--- config.mk ---
export PLATFORM = sky130hd
export DESIGN_NAME = data_ram_ctrl
export DESIGN_NICKNAME = d
export VERILOG_FILES = /design/src/rtl/data_ram_ctrl.sv
export SDC_FILE = /design/constraint.sdc
export NUM_CORES = 1
export LEC_CHECK = 0
export ABC_AREA = 1
export CORE_ASPECT_RATIO = 2
export CORE_UTILIZATION = 39
export CTS_BUF_LIST = sky130_fd_sc_hd__clkbuf_4
export CTS_CLUSTER_DIAMETER = 50
export DETAILED_ROUTE_END_ITERATION = 6
export PLACE_DENSITY = 0.75
export SYNTH_ARGS = -nofsm -noshare
export SYNTH_HDL_FRONTEND = slang
export SYNTH_SLANG_ARGS = --single-unit
--- constraint.sdc ---
create_clock -name clk -period 3.9 [get_ports clk]
set_clock_uncertainty 0.2 [all_clocks]
set_input_delay 0.39 -clock clk [delete_from_list [all_inputs] [get_ports clk]]
set_output_delay 0.39 -clock clk [all_outputs]
set_load 0.005 [all_outputs]
--- src/rtl/data_ram_ctrl.sv ---
// Load/store controller between EX and MEM: drives the data RAM over a req/ack
// handshake and returns aligned, extended load data. Optional watchdog: MEM_TIMEOUT_EN.
module data_ram_ctrl #(
  parameter int INSTR_WIDTH    = 32,
  parameter int TIMEOUT_CYCLES = 16
) (
  input  logic                   clk,
  input  logic                   rst,
  input  logic                   W_EX_mem_req,
  input  logic                   W_EX_mem_wr,
  input  logic [1:0]             W_EX_mem_size,
  input  logic                   W_EX_mem_sext,
  input  logic [INSTR_WIDTH-1:0] W_EX_alu_res,
  input  logic [INSTR_WIDTH-1:0] W_EX_rt_data,
  output logic                   W_ram_en,
  output logic [3:0]             W_ram_we,
  output logic [INSTR_WIDTH-1:0] W_ram_addr,
  output logic [INSTR_WIDTH-1:0] W_ram_w_data,
  input  logic                   W_ram_ack,
  input  logic [INSTR_WIDTH-1:0] W_ram_r_data,
  output logic [INSTR_WIDTH-1:0] W_data_ram_r_data,
  output logic                   W_mem_stall,
  output logic                   W_mem_done,
  output logic                   W_addr_err,
  output logic                   W_bus_err,
  output logic [1:0]             W_dbg_state
);

  // RAM handshake: W_ram_en rises with a registered request and stays high,
  // with address/data/enables stable, until the cycle W_ram_ack is sampled high.
  typedef enum logic [1:0] {IDLE = 2'd0, BUSY = 2'd1, DONE = 2'd2} state_t;

  state_t     state, state_n;
  logic [1:0] addr_lo_q;
  logic [1:0] size_q;
  logic       sext_q;
  logic       wr_q;
  logic       misaligned;
  logic       accept;
  logic       timeout;
  logic [3:0] we_c;
  logic [INSTR_WIDTH-1:0] wdata_c;
  logic [INSTR_WIDTH-1:0] load_c;
  logic [7:0]  lane_b;
  logic [15:0] lane_h;

  assign misaligned = ((W_EX_mem_size == 2'b01) && W_EX_alu_res[0]) ||
                      (W_EX_mem_size[1] && (W_EX_alu_res[1:0] != 2'b00));
  assign accept      = (state == IDLE) && W_EX_mem_req && !misaligned;
  assign W_dbg_state = state;

  always_comb begin
    we_c    = 4'b1111;
    wdata_c = W_EX_rt_data;
    case (W_EX_mem_size)
      2'b00: begin
        we_c    = 4'b0001 << W_EX_alu_res[1:0];
        wdata_c = {4{W_EX_rt_data[7:0]}};
      end
      2'b01: begin
        we_c    = 4'b0011 << W_EX_alu_res[1:0];
        wdata_c = {2{W_EX_rt_data[15:0]}};
      end
      default: ;
    endcase
  end

  always_comb begin
    lane_b = W_ram_r_data[8*addr_lo_q +: 8];
    lane_h = W_ram_r_data[16*addr_lo_q[1] +: 16];
    case (size_q)
      2'b00:   load_c = {{24{sext_q & lane_b[7]}}, lane_b};
      2'b01:   load_c = {{16{sext_q & lane_h[15]}}, lane_h};
      default: load_c = W_ram_r_data;
    endcase
  end

  always_comb begin
    state_n     = state;
    W_mem_stall = 1'b0;
    W_mem_done  = 1'b0;
    W_addr_err  = 1'b0;
    case (state)
      IDLE: begin
        if (W_EX_mem_req) begin
          if (misaligned) begin
            W_addr_err = 1'b1;
          end else begin
            W_mem_stall = 1'b1;
            state_n     = BUSY;
          end
        end
      end
      BUSY: begin
        W_mem_stall = 1'b1;
        if (W_ram_ack || timeout) state_n = DONE;
      end
      DONE: begin
        W_mem_done = 1'b1;
        state_n    = IDLE;
      end
      default: state_n = IDLE;
    endcase
  end

  always_ff @(posedge clk or posedge rst) begin
    if (rst) begin
      state             <= IDLE;
      addr_lo_q         <= '0;
      size_q            <= '0;
      sext_q            <= 1'b0;
      wr_q              <= 1'b0;
      W_ram_en          <= 1'b0;
      W_ram_we          <= '0;
      W_ram_addr        <= '0;
      W_ram_w_data      <= '0;
      W_data_ram_r_data <= '0;
    end else begin
      state <= state_n;
      if (accept) begin
        addr_lo_q    <= W_EX_alu_res[1:0];
        size_q       <= W_EX_mem_size;
        sext_q       <= W_EX_mem_sext;
        wr_q         <= W_EX_mem_wr;
        W_ram_en     <= 1'b1;
        W_ram_we     <= W_EX_mem_wr ? we_c : 4'b0000;
        W_ram_addr   <= {2'b00, W_EX_alu_res[INSTR_WIDTH-1:2]};
        W_ram_w_data <= wdata_c;
      end else if (state == BUSY) begin
        if (W_ram_ack) begin
          W_ram_en <= 1'b0;
          W_ram_we <= '0;
          if (!wr_q) W_data_ram_r_data <= load_c;
        end else if (timeout) begin
          W_ram_en          <= 1'b0;
          W_ram_we          <= '0;
          W_data_ram_r_data <= '0;
        end
      end
    end
  end

`ifdef MEM_TIMEOUT_EN
  localparam int CNT_W = $clog2(TIMEOUT_CYCLES + 1);
  logic [CNT_W-1:0] wd_cnt;
  logic             bus_err_q;

  assign timeout   = (state == BUSY) && !W_ram_ack &&
                     (wd_cnt == CNT_W'(TIMEOUT_CYCLES - 1));
  assign W_bus_err = bus_err_q;

  // The count clears whenever BUSY is left, by ack or by abort.
  always_ff @(posedge clk or posedge rst) begin
    if (rst) begin
      wd_cnt    <= '0;
      bus_err_q <= 1'b0;
    end else begin
      if ((state == BUSY) && !W_ram_ack && !timeout) wd_cnt <= wd_cnt + 1'b1;
      else                                           wd_cnt <= '0;
      bus_err_q <= timeout;
    end
  end
`else
  logic [31:0] unused_timeout;
  assign unused_timeout = TIMEOUT_CYCLES;
  assign timeout        = 1'b0;
  assign W_bus_err      = 1'b0;
`endif

endmodule

==> flow_summary.yaml, run 1 <==
global_routing:
  grt_pass1_vias: 4958
  grt-ovfl-total: 0
  grt_antenna_before_repair: 2
  grt_max_degree: 69
  grt_pass1_wl_microns: 23900
  grt_usage_pct: 23.7
power:
  p_leak_nw: 3.42
  power.density_nw_per_um2: 555
  vdd_drop_max_uv: 290
cts:
  htree_levels: 3
  clockBufferDepth: 2
  ctsResizeCount: 0
  postCtsHoldBufs: 0
  clock_latency_ps: 450
  cts_root_buffer: "clkbuf_4"
  cts.sink_count: 107
  cts_tree: "yes"
  cts_buffers: 9
  postCtsSetupBuffers: 0
  clk_pin_slew_ps: 160
drt:
  wl_met2_microns: 7870
  top_layer: "met4"
  routedWlPerCell_microns: 15.5
  m1WireLength_microns: 5500
  wl_microns: 15200
  drt_pass1_iterations: 7
  ant_nets: 0
  vias: 4944
  via_per_inst: 5.05
  wl_met3_microns: 761
  drcViolationCount: 0
  drtIter0Drc: 277
timing:
  slew_headroom_pct: 53.8
  tightest_slew_ps: 693
  setup_tns_ps: 0
  whs_ps: 131
  drv_slew: 0
  period_share_pct: 73.4
  max_freq_mhz: 350
  rsz0062_at_grt: "false"
  setup-violations-final: 0
  min_period_ps: 2860
  hold_viol_final: 0
job:
  max-cap-violations: 0
cells_and_area:
  postLayoutCellArea_sq_um: 7200
  area_growth_pct: 43.8
  finalNetCount: 926
  final_layout_size_suffix_gt1_share_pct: 4.23
setup_path:
  arrival_ps: 2270
  cp-start-kind: "register"
  required_ps: 3310
  critPathMaxFanout: 36
  critPathKind: "reg2out"
  cp-end-kind: "output pin"
placed_design:
  placed_area_sq_um: 7080
  portBuffers: 207
  dp_hpwl_microns: 11500
  gp_congestion: 0.839
synth:
  synth-seq-cells: 107
  netlist_instances: 634
  ys_seq_area_share_pct: 53.5
  yosysWarningCount: 0
  yosysUniqueCellTypes: 26
  syn-cell-area_sq_um: 5010
  avgSynthCellArea_sq_um: 7.90
floorplan:
  ios: 211
  start_util_pct: 39.9
  rows: 58
  dieArea_sq_um: 13300
  die_y_microns: 162
  fp.dieW_microns: 82.1
  core_sq_um: 12600
outcome:
  status: "complete, no violations"
min_path:
  hp-class: "in2async"
-- cell families (layout without fill, tap and decap cells) --
kind of cell / Yosys count / in the layout / synth area share [%]
other: 1 / 5 / 0.0749
AND/OR/NAND/NOR: 334 / 334 / 26.4
buffers and inverters: 68 / 259 / 7.35
AO/OA/AOI/OAI: 124 / 124 / 12.7
flip-flops: 107 / 107 / 53.5
-- registers in the layout (all words and copies together), names as in the netlist --
signal             count
W_dbg_state            2
W_ram_we               4
addr_lo_q              2
sext_q                 1
size_q                 2
W_ram_w_data          32
W_data_ram_r_data     32
W_ram_addr            30
W_ram_en               1
wr_q                   1
-- layout by cell type, fill, tap and decap left out --
cell / count
o21ai_1: 20
inv_2: 3
a21oi_1: 58
nor3_1: 1
inv_1: 24
inv_6: 1
diode_2: 2
clkinv_1: 2
clkdlybuf4s50_1: 207
inv_4: 3
nand4_1: 7
clkinv_2: 1
conb_1: 3
dfrtp_1: 107
and2_4: 1
o21ai_0: 39
nor2_4: 1
nand2_4: 1
clkbuf_4: 10
o21a_1: 7
nand2_1: 285
nand2_2: 4
nor2_1: 26
nand3_1: 5
nand3_2: 1
clkinvlp_4: 3
nor2_2: 1
or2_1: 1
buf_12: 1
buf_4: 4
-- final cells by class --
type / count / area (sq um)
diodes: 2 / 5.00
clock buffers: 10 / 75.1
clock inverters: 6 / 40.0
fillers: 1177 / 5350
inverters: 31 / 124
multi-input cells: 461 / 1970
flip-flops and latches: 107 / 2680
well taps: 150 / 188
repair buffers: 212 / 2120
-- through the flow --
stage	instances	utilization, %	power, W	worst slack (ps)
final	979	57.4	0.00400	1040
after floorplan	636	-	0.00245	493
after global routing	979	57.4	0.00429	900
after detailed placement	961	56.4	0.00352	1050
after CTS	977	57.3	0.00404	986
after global placement	961	56.4	0.00346	1100
-- power by group --
group | leakage (nW) | switching [W] | internal, W | total (W)
Sequential | 1.32 | 0.000259 | 0.00150 | 0.00176
Combinational | 2.05 | 0.000739 | 0.000992 | 0.00173
Clock | 0.0565 | 0.000374 | 0.000138 | 0.000512
-- routing by layer --
layer	vias to the layer above	track usage, %
met3	64	4.27
li1	2385	-
met4	0	16.7
met5	-	0
met1	2287	25.2
met2	208	40.7
-- synth_stat cells --
cell type	instances	area share, %
nand2_4	1	0.22
nand2_1	285	21
clkbuf_1	14	1.0
clkinv_1	1	0.075
inv_2	3	0.22
conb_1	1	0.075
o21ai_0	39	3.9
inv_1	25	1.9
nand3_2	1	0.20
o21ai_1	20	2.0
inv_4	2	0.25
and2_4	1	0.17
nor2_2	1	0.13
nor2_1	26	1.9
o21a_1	7	1.0
nand3_1	5	0.50
nor3_1	1	0.10
nor2_4	1	0.22
a21oi_1	58	5.8
nand2_2	4	0.50
dfrtp_1	107	53
nand4_1	7	0.87
buf_4	4	0.60
buf_2	8	0.80
buf_6	11	2.5
or2_1	1	0.13
-- critical path: stages, from the launching register on --
cell and delay (ps):
dfrtp_1 470, or2_1 290, nor2_1 180, nand2_4 250, nand2_1 130, clkdlybuf4s50_1 500
-- path summary, 6_finish.rpt --
| path | endpoint | slack (ps) | depth (start not counted) | from |
|---|---|---|---|---|
| worst max-delay path | W_mem_stall | 1040 | 5 | W_dbg_state[0]$_DFFE_PP0P_ |
| worst min-delay path | W_ram_addr[0]$_DFFE_PP0P_ | 130 | 2 | rst |
| worst max register to register | W_data_ram_r_data[15]$_DFFE_PP0P_ | 1500 | 9 | addr_lo_q[1]$_DFFE_PP0P_ |
| worst min register to register | W_data_ram_r_data[9]$_DFFE_PP0P_ | 300 | 2 | W_data_ram_r_data[9]$_DFFE_PP0P_ |
| max in group asynchronous | W_ram_we[2]$_DFFE_PP0P_ | 2600 | 3 | rst |
| min in group clk | W_ram_addr[7]$_DFFE_PP0P_ | 240 | 3 | W_EX_alu_res[9] |
Power figures use the tool's default switching activity.
==> inputs of run 2 (changes only) <==
clock period = 2.8 ns   (was 3.9 ns; I/O delays follow)
==> flow_summary.yaml, run 2 (synthesis results as in run 1) <==
outcome:
  status: "complete, no violations"
timing:
  period_share_pct: 95.2
  setup_slack_ps: 134
  slew_headroom_pct: 61.9
  hold_viol_final: 0
  setup-violations-final: 0
  rsz0062_at_grt: "false"
  min_period_ps: 2670
  setup_tns_ps: 0
  tightest_slew_ps: 571
  max_freq_mhz: 375
  drv_slew: 0
cts:
  postCtsHoldBufs: 0
  cts_root_buffer: "clkbuf_4"
  postCtsSetupBuffers: 0
  clockBufferDepth: 2
  cts_buffers: 9
  clk_pin_slew_ps: 190
  htree_levels: 3
  clock_latency_ps: 460
  ctsResizeCount: 0
  cts_tree: "yes"
  cts.sink_count: 107
global_routing:
  grt_antenna_before_repair: 2
  grt_usage_pct: 24.2
  grt_pass1_wl_microns: 24400
  grt_pass1_vias: 4909
  grt_max_degree: 72
  grt-ovfl-total: 0
drt:
  top_layer: "met5"
  drtIter0Drc: 329
  wl_microns: 15500
  m1WireLength_microns: 5590
  routedWlPerCell_microns: 15.8
  via_per_inst: 5.04
  vias: 4955
  wl_met2_microns: 8370
  drcViolationCount: 0
  ant_nets: 0
  wl_met3_microns: 909
  drt_pass1_iterations: 7
setup_path:
  arrival_ps: 2190
  critPathKind: "reg2out"
  critPathMaxFanout: 17
  required_ps: 2320
  cp-start-kind: "register"
  cp-end-kind: "output pin"
power:
  power.density_nw_per_um2: 774
  vdd_drop_max_uv: 384
  p_leak_nw: 3.47
cells_and_area:
  instances_no_fill: 984
  final_layout_size_suffix_gt1_share_pct: 5.04
  mostFrequentLayoutCell: "nand2_1"
  area_growth_pct: 45.4
  finalNetCount: 932
  biggestRegsByFlops: "W_data_ram_r_data (32), W_ram_w_data (32), W_ram_addr (30)"
  n_fill_cell: 1164
  layout_common_cells: "285 x nand2_1, 207 x clkdlybuf4s50_1, 107 x dfrtp_1, 58 x a21oi_1, 39 x o21ai_0"
floorplan:
  rows: 58
  fp.dieW_microns: 82.1
  ios: 211
  dieArea_sq_um: 13300
  start_util_pct: 39.9
  die_y_microns: 162
  core_sq_um: 12600
placed_design:
  placedCellCount: 967
  dp_slack_ps: 323
  gp_congestion: 0.925
  portBuffers: 207
  dp_hpwl_microns: 11700
min_path:
  hp-class: "in2async"
job:
  max-cap-violations: 0
==> run 2: cell count changes in the layout (fill, tap and decap cells not counted) <==
cell and delta:
diode_2 -1, clkinvlp_4 -1, clkinv_4 +2, buf_12 +2, inv_8 +1, buf_4 +4, clkinv_1 -1, inv_4 -1
==> run 2: report_power, final <==
part	leakage [nW]	internal (W)	switching [W]	total, W
clock	0.0689	0.000205	0.000554	0.000759
sequential	1.32	0.00208	0.000327	0.00241
combinational	2.08	0.00140	0.00106	0.00247
==> run 2: worst max-delay path: stages, from the launching register on <==
cell             delay, ps
dfrtp_1                480
or2_1                  290
nor2_1                 180
nand2_4                160
nand2_1                100
clkdlybuf4s50_1        510
==> run 2: per-layer routing <==
layer,global-route usage (%),vias to the layer above
met5,0,-
met4,12.2,2
met3,4.33,42
met2,42.6,204
met1,26.9,2318
li1,-,2389
==> run 2: worst paths after layout <==
path	from	end	slack (ps)	depth (start not counted)
setup / recovery	W_dbg_state[0]$_DFFE_PP0P_	W_mem_stall	130	5
hold / removal	rst	W_data_ram_r_data[20]$_DFFE_PP0P_	30	3
setup reg to reg	addr_lo_q[1]$_DFFE_PP0P_	W_data_ram_r_data[12]$_DFFE_PP0P_	760	10
hold reg to reg	W_ram_w_data[23]$_DFFE_PP0P_	W_ram_w_data[23]$_DFFE_PP0P_	300	2
max in group asynchronous	rst	W_ram_w_data[29]$_DFFE_PP0P_	1980	3
min in group clk	W_EX_alu_res[24]	W_ram_addr[22]$_DFFE_PP0P_	130	3
==> run 2: stage by stage <==
step | power, W | instance area, sq um | util, % | hold WS, ps
3_3_place_gp | 0.00485 | 7150 | 57.0 | 263
2_1_floorplan | 0.00341 | 5020 | - | 187
6_report | 0.00564 | 7280 | 58.0 | 32.9
3_5_place_dp | 0.00493 | 7150 | 57.0 | 264
4_1_cts | 0.00570 | 7280 | 58.0 | 34.4
5_1_grt | 0.00604 | 7280 | 58.0 | 27.3
==> run 2: area by class of cell <==
type	instances	area, sq um	area share (%)
clock buffers	10	75.1	1.03
diodes	1	2.50	0.0344
well taps	150	188	2.58
flip-flops and latches	107	2680	36.8
multi-input cells	461	1970	27.1
clock inverters	6	50.0	0.688
repair buffers	218	2190	30.1
inverters	31	125	1.72
